[src/rtl/pmem_burst_pkg.sv]
// Shared types, sizes and address helper for the pmem burst adapter.
package pmem_burst_pkg;

  localparam int unsigned ADDR_W    = 32;
  localparam int unsigned S_OFFSET  = 5;
  localparam int unsigned S_LINE    = 256;
  localparam int unsigned S_BEAT    = 64;
  localparam int unsigned NUM_BEATS = S_LINE / S_BEAT;
  localparam int unsigned CNT_W     = $clog2(NUM_BEATS);

  typedef enum logic [1:0] {IDLE, RD_BURST, WR_BURST, DONE} burst_state_t;

  // Clear the offset bits so every burst starts on a line boundary.
  function automatic logic [ADDR_W-1:0] line_align(input logic [ADDR_W-1:0] addr);
    return {addr[ADDR_W-1:S_OFFSET], S_OFFSET'(0)};
  endfunction

endpackage

[src/rtl/pmem_burst_adapter_if.sv]
// Cache-side line port and memory-side burst port of the adapter.
interface pmem_burst_adapter_if;
  import pmem_burst_pkg::*;

  logic              line_read_i;
  logic              line_write_i;
  logic [ADDR_W-1:0] line_addr_i;
  logic [S_LINE-1:0] line_wdata_i;
  logic [S_LINE-1:0] line_rdata_o;
  logic              line_resp_o;
  logic              burst_read_o;
  logic              burst_write_o;
  logic [ADDR_W-1:0] burst_addr_o;
  logic [S_BEAT-1:0] burst_wdata_o;
  logic [S_BEAT-1:0] burst_rdata_i;
  logic              burst_resp_i;

  // Environment side: cache requester plus burst memory.
  modport master (
    output line_read_i, line_write_i, line_addr_i, line_wdata_i,
    input  line_rdata_o, line_resp_o,
    input  burst_read_o, burst_write_o, burst_addr_o, burst_wdata_o,
    output burst_rdata_i, burst_resp_i
  );

  // Adapter side.
  modport slave (
    input  line_read_i, line_write_i, line_addr_i, line_wdata_i,
    output line_rdata_o, line_resp_o,
    output burst_read_o, burst_write_o, burst_addr_o, burst_wdata_o,
    input  burst_rdata_i, burst_resp_i
  );

endinterface

[src/rtl/pmem_line_buffer.sv]
// One cache line of storage with a full-line load, a beat-indexed write and a beat-indexed read mux.
module pmem_line_buffer
  import pmem_burst_pkg::*;
(
  input  logic             clk,
  input  logic             rst,
  input  logic             load_en,
  input  logic [S_LINE-1:0] load_line,
  input  logic             beat_we,
  input  logic [CNT_W-1:0]  beat_idx,
  input  logic [S_BEAT-1:0] beat_d,
  output logic [S_LINE-1:0] line_q,
  output logic [S_BEAT-1:0] beat_q
);

  // Line storage: full load has priority over a single-beat update.
  always_ff @(posedge clk or posedge rst) begin
    if (rst) begin
      line_q <= '0;
    end else if (load_en) begin
      line_q <= load_line;
    end else if (beat_we) begin
      line_q[S_BEAT*beat_idx +: S_BEAT] <= beat_d;
    end
  end

  // Beat selected by the burst counter.
  always_comb begin
    beat_q = line_q[S_BEAT*beat_idx +: S_BEAT];
  end

endmodule

[src/rtl/pmem_burst_adapter.sv]
// Converts single 256-bit line reads/writes into 4 x 64-bit memory bursts.
module pmem_burst_adapter
  import pmem_burst_pkg::*;
(
  input  logic                 clk,
  input  logic                 rst,
  pmem_burst_adapter_if.slave  bus
);

  localparam logic [CNT_W-1:0] LAST_BEAT = CNT_W'(NUM_BEATS - 1);

  burst_state_t      state;
  logic [CNT_W-1:0]  cnt;
  logic [ADDR_W-1:0] addr_q;
  logic              rd_active;
  logic              wr_active;
  logic              resp_q;
  logic [S_LINE-1:0] rd_line;
  logic [S_BEAT-1:0] wr_beat;
  logic [S_BEAT-1:0] rd_beat_unused;
  logic [S_LINE-1:0] wr_line_unused;

  // FSM, beat counter, address latch and registered handshake outputs.
  always_ff @(posedge clk or posedge rst) begin
    if (rst) begin
      state     <= IDLE;
      cnt       <= '0;
      addr_q    <= '0;
      rd_active <= 1'b0;
      wr_active <= 1'b0;
      resp_q    <= 1'b0;
    end else begin
      resp_q <= 1'b0;
      case (state)
        IDLE: begin
          cnt <= '0;
          if (bus.line_write_i) begin
            state     <= WR_BURST;
            addr_q    <= line_align(bus.line_addr_i);
            wr_active <= 1'b1;
          end else if (bus.line_read_i) begin
            state     <= RD_BURST;
            addr_q    <= line_align(bus.line_addr_i);
            rd_active <= 1'b1;
          end
        end
        RD_BURST: begin
          if (bus.burst_resp_i) begin
            cnt <= cnt + CNT_W'(1);
            if (cnt == LAST_BEAT) begin
              state     <= DONE;
              rd_active <= 1'b0;
              resp_q    <= 1'b1;
            end
          end
        end
        WR_BURST: begin
          if (bus.burst_resp_i) begin
            cnt <= cnt + CNT_W'(1);
            if (cnt == LAST_BEAT) begin
              state     <= DONE;
              wr_active <= 1'b0;
              resp_q    <= 1'b1;
            end
          end
        end
        default: begin
          state <= IDLE;
        end
      endcase
    end
  end

  // Read line assembly; holds the last filled line until the next read's first beat.
  pmem_line_buffer u_rd_buf (
    .clk       (clk),
    .rst       (rst),
    .load_en   (1'b0),
    .load_line ('0),
    .beat_we   (rd_active && bus.burst_resp_i),
    .beat_idx  (cnt),
    .beat_d    (bus.burst_rdata_i),
    .line_q    (rd_line),
    .beat_q    (rd_beat_unused)
  );

  // Writeback line latched at acceptance so input changes mid-burst are harmless.
  pmem_line_buffer u_wr_buf (
    .clk       (clk),
    .rst       (rst),
    .load_en   ((state == IDLE) && bus.line_write_i),
    .load_line (bus.line_wdata_i),
    .beat_we   (1'b0),
    .beat_idx  (cnt),
    .beat_d    ('0),
    .line_q    (wr_line_unused),
    .beat_q    (wr_beat)
  );

  assign bus.line_rdata_o  = rd_line;
  assign bus.line_resp_o   = resp_q;
  assign bus.burst_read_o  = rd_active;
  assign bus.burst_write_o = wr_active;
  assign bus.burst_addr_o  = addr_q;
  assign bus.burst_wdata_o = wr_active ? wr_beat : '0;

endmodule
[src/flat_wrapper.sv]
// flat-port wrapper written by rule: the top's interface ports become plain ports
module pmem_burst_adapter_flat import pmem_burst_pkg::*;
  (clk, rst, bus_line_read_i, bus_line_write_i, bus_line_addr_i, bus_line_wdata_i, bus_line_rdata_o, bus_line_resp_o, bus_burst_read_o, bus_burst_write_o, bus_burst_addr_o, bus_burst_wdata_o, bus_burst_rdata_i, bus_burst_resp_i);
  pmem_burst_adapter_if bus_i ();
  input  logic clk;
  input  logic rst;
  input wire logic [$bits(bus_i.line_read_i)-1:0] bus_line_read_i;
  input wire logic [$bits(bus_i.line_write_i)-1:0] bus_line_write_i;
  input wire logic [$bits(bus_i.line_addr_i)-1:0] bus_line_addr_i;
  input wire logic [$bits(bus_i.line_wdata_i)-1:0] bus_line_wdata_i;
  output wire logic [$bits(bus_i.line_rdata_o)-1:0] bus_line_rdata_o;
  output wire logic [$bits(bus_i.line_resp_o)-1:0] bus_line_resp_o;
  output wire logic [$bits(bus_i.burst_read_o)-1:0] bus_burst_read_o;
  output wire logic [$bits(bus_i.burst_write_o)-1:0] bus_burst_write_o;
  output wire logic [$bits(bus_i.burst_addr_o)-1:0] bus_burst_addr_o;
  output wire logic [$bits(bus_i.burst_wdata_o)-1:0] bus_burst_wdata_o;
  input wire logic [$bits(bus_i.burst_rdata_i)-1:0] bus_burst_rdata_i;
  input wire logic [$bits(bus_i.burst_resp_i)-1:0] bus_burst_resp_i;
  assign bus_i.line_read_i = bus_line_read_i;
  assign bus_i.line_write_i = bus_line_write_i;
  assign bus_i.line_addr_i = bus_line_addr_i;
  assign bus_i.line_wdata_i = bus_line_wdata_i;
  assign bus_line_rdata_o = bus_i.line_rdata_o;
  assign bus_line_resp_o = bus_i.line_resp_o;
  assign bus_burst_read_o = bus_i.burst_read_o;
  assign bus_burst_write_o = bus_i.burst_write_o;
  assign bus_burst_addr_o = bus_i.burst_addr_o;
  assign bus_burst_wdata_o = bus_i.burst_wdata_o;
  assign bus_i.burst_rdata_i = bus_burst_rdata_i;
  assign bus_i.burst_resp_i = bus_burst_resp_i;
  pmem_burst_adapter u_core (.clk(clk), .rst(rst), .bus(bus_i));
endmodule
[config.mk]
export PLATFORM = sky130hd
export DESIGN_NAME = pmem_burst_adapter_flat
export DESIGN_NICKNAME = d
export VERILOG_FILES = /design/src/rtl/pmem_burst_pkg.sv /design/src/rtl/pmem_burst_adapter_if.sv /design/src/rtl/pmem_line_buffer.sv /design/src/rtl/pmem_burst_adapter.sv /design/src/flat_wrapper.sv
export SDC_FILE = /design/constraint.sdc
export NUM_CORES = 1
export LEC_CHECK = 0
export BUFFER_PORTS_ARGS = -buffer_cell sky130_fd_sc_hd__buf_4
export CAP_MARGIN = 15
export CORE_MARGIN = 2
export CORE_UTILIZATION = 25
export CTS_CLUSTER_DIAMETER = 30
export DETAILED_ROUTE_END_ITERATION = 16
export GPL_TIMING_DRIVEN = 1
export PLACE_DENSITY = 0.43
export SYNTH_ARGS = -nofsm -noshare
export SYNTH_HDL_FRONTEND = slang
export SYNTH_SLANG_ARGS = --single-unit
[constraint.sdc]
create_clock -name clk -period 19.62 [get_ports clk]
set_clock_uncertainty 0.1 [all_clocks]
set_input_delay 1.962 -clock clk [delete_from_list [all_inputs] [get_ports clk]]
set_output_delay 1.962 -clock clk [all_outputs]
set_load 0.01 [all_outputs]
==> results.yml, run 1 <==
worst_setup_path:
  path_depth: 4
  crit_path_start_kind: "register"
  worst-path-buf-inv: 2
  ff2ff_path_depth: 7
  cp_common_cell: "buf_4"
  worstPathRequired_ns: 17.56
  cp_top_family: "buffers and inverters"
  worstPathArrival_ns: 3.41
  cp-end-kind: "output pin"
  slowest_delay_ns: 0.87
  worstPathCellList: "buf_4, mux4_2, and2_1, buf_4"
  critPathMaxFanout: 42
  cp_slowest_cell: "buf_4"
  path_class: "register to output pin"
floorplanning:
  dieArea_um2: 91700
  start_util: 0.253
  die_h_um: 303
  boundaryPins: 712
  fp-row-count: 109
  coreArea_um2: 88400
  die_w_um: 303
logic_synthesis:
  ys_top_cells_by_count: "dfrtp_1 (546), mux2_2 (284), a22o_1 (173), nand2_1 (141), and2_1 (65)"
  synth_edf_count: 0
  yosysTopAreaCell: "dfrtp_1"
  synthFlopType: "dfrtp_1"
  synth_area_leaders: "dfrtp_1 (61%), mux2_2 (14%), a22o_1 (6.8%)"
  ys_seq_area_frac: 0.612
  synth_top_family_by_area: "multiplexers"
  synth.most_common_cell: "dfrtp_1"
  syn_area_um2: 22300
  postSynthAreaPerCell_um2: 14.5
  synth_top_cell_area_share: 0.612
  synth_compound_area_frac: 0.0908
  ys_ff_latch: 546
  synthCells: 1538
  yosysWarnings: 0
  yosys.area_share.simple: 0.0516
  ys_types: 37
  synth_fa_ha_area_frac: 0.00617
  synthMuxAreaShare: 0.209
  synth-xor-area-share: 0.000392
  async_reset_ff_frac: 1.00
pwr:
  p_comb_frac: 0.323
  p_clk_frac: 0.378
  power_frac_seq: 0.298
  ir_drop_v: 0.000113
  switching_share: 0.302
  p_int_mw: 4.51
  p_per_area_nw_per_um2: 191
  p_leak_nw: 15.8
  p_sw_mw: 1.95
sta:
  finalCritPeriodShare: 0.279
  fmax_ghz: 0.183
  slew_violations: 0
  slew-limit-headroom: 0.243
  finalSetupViolations: 0
  tns_ns: 0
  hold_viol: 0
  grt_setup_unrepaired: "no"
  period_needed_ns: 5.47
  tightest_slew_ns: 1.14
routing:
  ant_nets: 0
  vias: 16317
  drt-pass1-iter-count: 5
  avgViaCountPerCell: 4.55
  wl_per_cell_um: 22.4
  drc: 0
  drt-initial-drc-count: 734
  totalWireLength_mm: 80.5
cells_and_area:
  drive_gt1_frac: 0.552
  fin_area_um2: 33900
  nets: 2660
  area_growth_pct: 51.7
clock_network:
  clock_sinks: 546
  cts_resized: 0
  cts_buffers: 147
  clkSlewWorstSetupHoldPaths_ns: 0.04
  cts_setup_buffers: 0
  cts_buffer_depth: 3
  cts_tree: "built"
  insertion_delay_ns: 0.70
  ctsHoldBuffers: 0
  cts_root_buffer: "clkbuf_16"
  cts_max_level: 4
place:
  dp_hpwl_mm: 55.4
  placed_area_um2: 28700
  gp_congestion: 0.785
  portBuffers: 701
global_routing:
  grt_max_degree: 170
  antenna_found_initial: 22
  grt_pass1_wl_mm: 117
  grt_pass1_vias: 17606
  gr-total-overflow: 0
  grt.total_usage: 0.173
job:
  cap_violations: 0
status:
  status: "completed"
hold_path:
  hp-class: "register to register"
  hold_depth: 2
[kinds of logic after synthesis]
group	count (synthesis)
buffers and inverters	129
DFF	546
other	1
xor gates and xnor gates	1
muxes	350
adders and majority gates	11
and+or+nand+nor	233
AOI/OAI and AO/OA	267
[registers in the layout (all words and copies together), names as in the netlist]
signal and count:
u_core.cnt 2, u_core.u_wr_buf.line_q 256, u_core.bus.burst_addr_o 27, u_core.state 2
u_core.bus.burst_read_o 1, u_core.bus.line_resp_o 1, u_core.u_rd_buf.line_q 256, u_core.bus.burst_write_o 1
[layout make-up]
type	instances	area, um2
clock inverters	60	900
clock buffers	211	4270
multi-input cells	867	8050
well taps	1165	1460
inverters	8	37.5
flip-flops and latches	546	13700
diodes	10	25.0
repair buffers	722	5450
fillers	8583	54500
[through the flow]
step,total power [mW],instances,utilization,hold slack [ns],setup WS [ns]
finish,6.47,3589,0.383,0.373,14.15
global placement,4.04,3308,0.324,0.367,14.70
floorplan,3.09,1542,-,0.375,2.29
detailed placement,4.07,3308,0.324,0.367,14.73
global route,6.83,3587,0.383,0.404,13.81
CTS,6.57,3579,0.383,0.376,13.94
[worst min-delay path: stages, from the launching register on]
cell and delay (ns):
dfrtp_1 0.33, nand2_1 0.06, o21ai_2 0.05
[power by group through the flow]
stage                     clock (mW)  combinational (mW)  sequential, mW
after floorplan                    0                1.14            1.94
after global placement             0                2.11            1.93
after detailed placement           0                2.13            1.95
after CTS                       2.50                2.14            1.94
after global routing            2.57                2.26            2.00
final                           2.45                2.09            1.93
[layer usage]
layer / GRT usage / vias to the layer above / share of wire
met1: 0.191 / 8300 / 0.37
li1: - / 7156 / -
met3: 0.0872 / 174 / 0.11
met5: 0 / - / 0.0017
met4: 0.0840 / 22 / 0.035
met2: 0.276 / 665 / 0.49
[path summary, 6_finish.rpt]
kind	startpoint	endpoint	slack, ns
worst max-delay path	u_core.cnt[0]	bus_burst_wdata_o[40]	14.15
min in group asynchronous	rst	u_core.u_rd_buf.line_q[119]	1.30
worst min-delay path	u_core.u_rd_buf.line_q[179]	u_core.u_rd_buf.line_q[179]	0.37
worst max register to register	u_core.cnt[1]	u_core.u_rd_buf.line_q[190]	15.86
max in group asynchronous	rst	u_core.u_wr_buf.line_q[64]	16.14
worst min register to register	u_core.u_rd_buf.line_q[179]	u_core.u_rd_buf.line_q[179]	0.37
[layout by cell type, fill, tap and decap left out, types with 16 or more instances in the layout]
master     count
and2_1        64
buf_4        720
clkbuf_16    148
o21ai_1       44
clkbuf_8      33
mux2_2       284
dfrtp_1      543
mux4_2        64
nand2_1      141
o21ai_0       36
clkinv_2      24
bufinv_16     16
clkbuf_1      30
a22o_1       173
No activity file was read; power rests on OpenSTA's default activity.
==> run 2, diff against run 1 <==
- ABC_AREA: not set -> 1
- clock period: 19.62 -> 5.5 ns (I/O delays scaled with it)
==> run 2 against run 1 <==
Register-to-register slack worse by 14 ns. Critical path type unchanged. Sequential share of layout area down 5.7 points. Final area up 16%. Global-route usage up 1.9 points. Area after synthesis up 8.7%. Flip-flop and latch count unchanged.
==> results.yml, run 2 <==
status:
  status: "completed"
clock_network:
  cts_max_level: 4
  cts_tree: "built"
  cts_buffer_depth: 3
  clkSlewWorstSetupHoldPaths_ns: 0.04
  cts_buffers: 166
  insertion_delay_ns: 0.73
  clock_sinks: 546
  cts_resized: 0
  cts_root_buffer: "clkbuf_16"
place:
  placed_area_um2: 30400
  dp_hpwl_mm: 63.0
  portBuffers: 701
  gp_congestion: 0.789
  pre_cts_ws_ns: 1.65
sta:
  finalSetupViolations: 0
  fin_ws_ns: 1.16
  grt_setup_unrepaired: "no"
  hold_viol: 0
  period_needed_ns: 4.34
  finalCritPeriodShare: 0.789
  slew_violations: 0
  fmax_ghz: 0.230
  slew-limit-headroom: 0.243
  tightest_slew_ns: 1.14
global_routing:
  grt_pass1_vias: 24087
  grt_pass1_wl_mm: 146
  gr-total-overflow: 0
  antenna_found_initial: 15
  grt_max_degree: 215
  grt.total_usage: 0.192
logic_synthesis:
  yosysTopAreaCell: "dfrtp_1"
  ys_ff_latch: 546
  yosysWarnings: 0
  synth_top_cell_area_share: 0.563
  syn_area_um2: 24300
  synth.most_common_cell: "nand2_1"
  ys_types: 24
  ys_seq_area_frac: 0.563
  synth_edf_count: 0
  synth_area_leaders: "dfrtp_1 (56%), nand2_1 (11%), a21oi_1 (6.6%)"
  async_reset_ff_frac: 1.00
  synthCells: 2949
  ys_top_cells_by_count: "nand2_1 (689), dfrtp_1 (546), inv_1 (357), nor2_1 (324), a21oi_1 (322)"
  postSynthAreaPerCell_um2: 8.23
  synthFlopType: "dfrtp_1"
floorplanning:
  dieArea_um2: 99600
  coreArea_um2: 96400
  die_w_um: 316
  die_h_um: 316
  boundaryPins: 712
  fp-row-count: 114
  start_util: 0.252
worst_setup_path:
  crit_path_start_kind: "register"
  worstPathRequired_ns: 4.85
  path_class: "register to output pin"
  cp-end-kind: "output pin"
  worstPathArrival_ns: 3.69
  ff2ff_path_depth: 5
  critPathMaxFanout: 71
pwr:
  ir_drop_v: 0.000299
  p_leak_nw: 20.4
  p_per_area_nw_per_um2: 589
cells_and_area:
  area_growth_pct: 62.3
  nets: 4363
  fillers: 9991
  drive_gt1_frac: 0.246
  fin_area_um2: 39400
  final_common_cell: "buf_4"
  final_cell_mix: "buf_4 (724), nand2_1 (688), dfrtp_1 (544)"
routing:
  drt-initial-drc-count: 1375
  wl_per_cell_um: 18.1
  highest_layer: "met5"
  vias: 23395
  wl_met1_mm: 41.4
  wl_met2_mm: 46.2
  totalWireLength_mm: 97.7
  ant_nets: 0
  met3_length_mm: 7.11
  drc: 0
  avgViaCountPerCell: 4.33
  drt-pass1-iter-count: 6
hold_path:
  hold_depth: 3
  hp-class: "input pin to register"
job:
  cap_violations: 0
run 2: cell count changes in the layout (fill, tap and decap cells not counted), sizes merged, moves of 173 or more:
cell and change:
dlygate4sd3 +339, a21oi +320, a22o -173, inv +353, nand3 +258, mux2 -284, nand2 +551, nor2 +328
run 2: cell families (layout without fill, tap and decap cells):
family / count (synthesis) / count (layout) / share of synthesized area
other cells: 1 / 13 / 0.000155
buf+inv: 561 / 1732 / 0.104
compound gates: 547 / 547 / 0.113
fa+ha+maj: 11 / 11 / 0.00567
simple gates: 1283 / 1283 / 0.214
flops: 546 / 546 / 0.563
run 2: metrics by stage:
step                      utilization  std cells  TNS [ns]  power, mW  hold WS [ns]
after detailed placement        0.315       4764         0       13.8         0.367
after floorplan                     -       2953  -1407.53       10.5         0.381
after global routing            0.408       5406         0       24.7        0.0467
after global placement          0.315       4764         0       13.8         0.365
after CTS                       0.408       5400         0       23.5       0.00743
final                           0.408       5408         0       23.2        0.0584
run 2: timing repair:
action / in CTS / in global routing
hold endpoints to repair: 381 / 0
setup buffers: 0 / 0
setup endpoints to repair: 0 / 0
hold buffers: 339 / 0
run 2: worst paths after layout:
| kind | from | to | slack (ns) |
|---|---|---|---|
| setup / recovery | u_core.cnt[0] | bus_burst_wdata_o[5] | 1.16 |
| hold / removal | bus_burst_rdata_i[22] | u_core.u_rd_buf.line_q[86] | 0.06 |
| setup reg to reg | u_core.cnt[0] | u_core.u_rd_buf.line_q[252] | 1.78 |
| hold reg to reg | u_core.u_rd_buf.line_q[4] | u_core.u_rd_buf.line_q[4] | 0.37 |
| max in group asynchronous | rst | u_core.u_rd_buf.line_q[17] | 3.49 |
| min in group asynchronous | rst | u_core.u_rd_buf.line_q[119] | 0.23 |
run 2: layout make-up:
type	count	area, um2	share of cell area
antenna	8	20.0	0.000509
clock buffer	243	4840	0.123
clock inverter	54	751	0.0191
inverter	364	1380	0.0350
multi-input combinational	1846	8120	0.206
sequential	546	13700	0.347
tap	1276	1600	0.0406
timing repair buffer	1071	8990	0.228
run 2: layer usage:
layer,vias to the layer above,GRT usage
met4,16,0.0768
met3,172,0.0626
li1,11411,-
met1,11084,0.235
met5,-,0
met2,712,0.312
run 2: where the power goes:
group / leakage [nW] / total, mW / switching (mW) / internal [mW]
Combinational: 11.0 / 7.73 / 4.80 / 2.93
Sequential: 6.70 / 6.14 / 0.646 / 5.50
Clock: 2.76 / 9.33 / 2.83 / 6.50
Total: 20.4 / 23.2 / 8.28 / 14.9
run 2: critical path, stage by stage (launching register included):
cell	delay [ns]
dfrtp_4	0.77
inv_4	0.66
buf_4	0.81
nand2_1	0.14
nand3_1	0.15
a21oi_1	0.09
buf_4	0.18
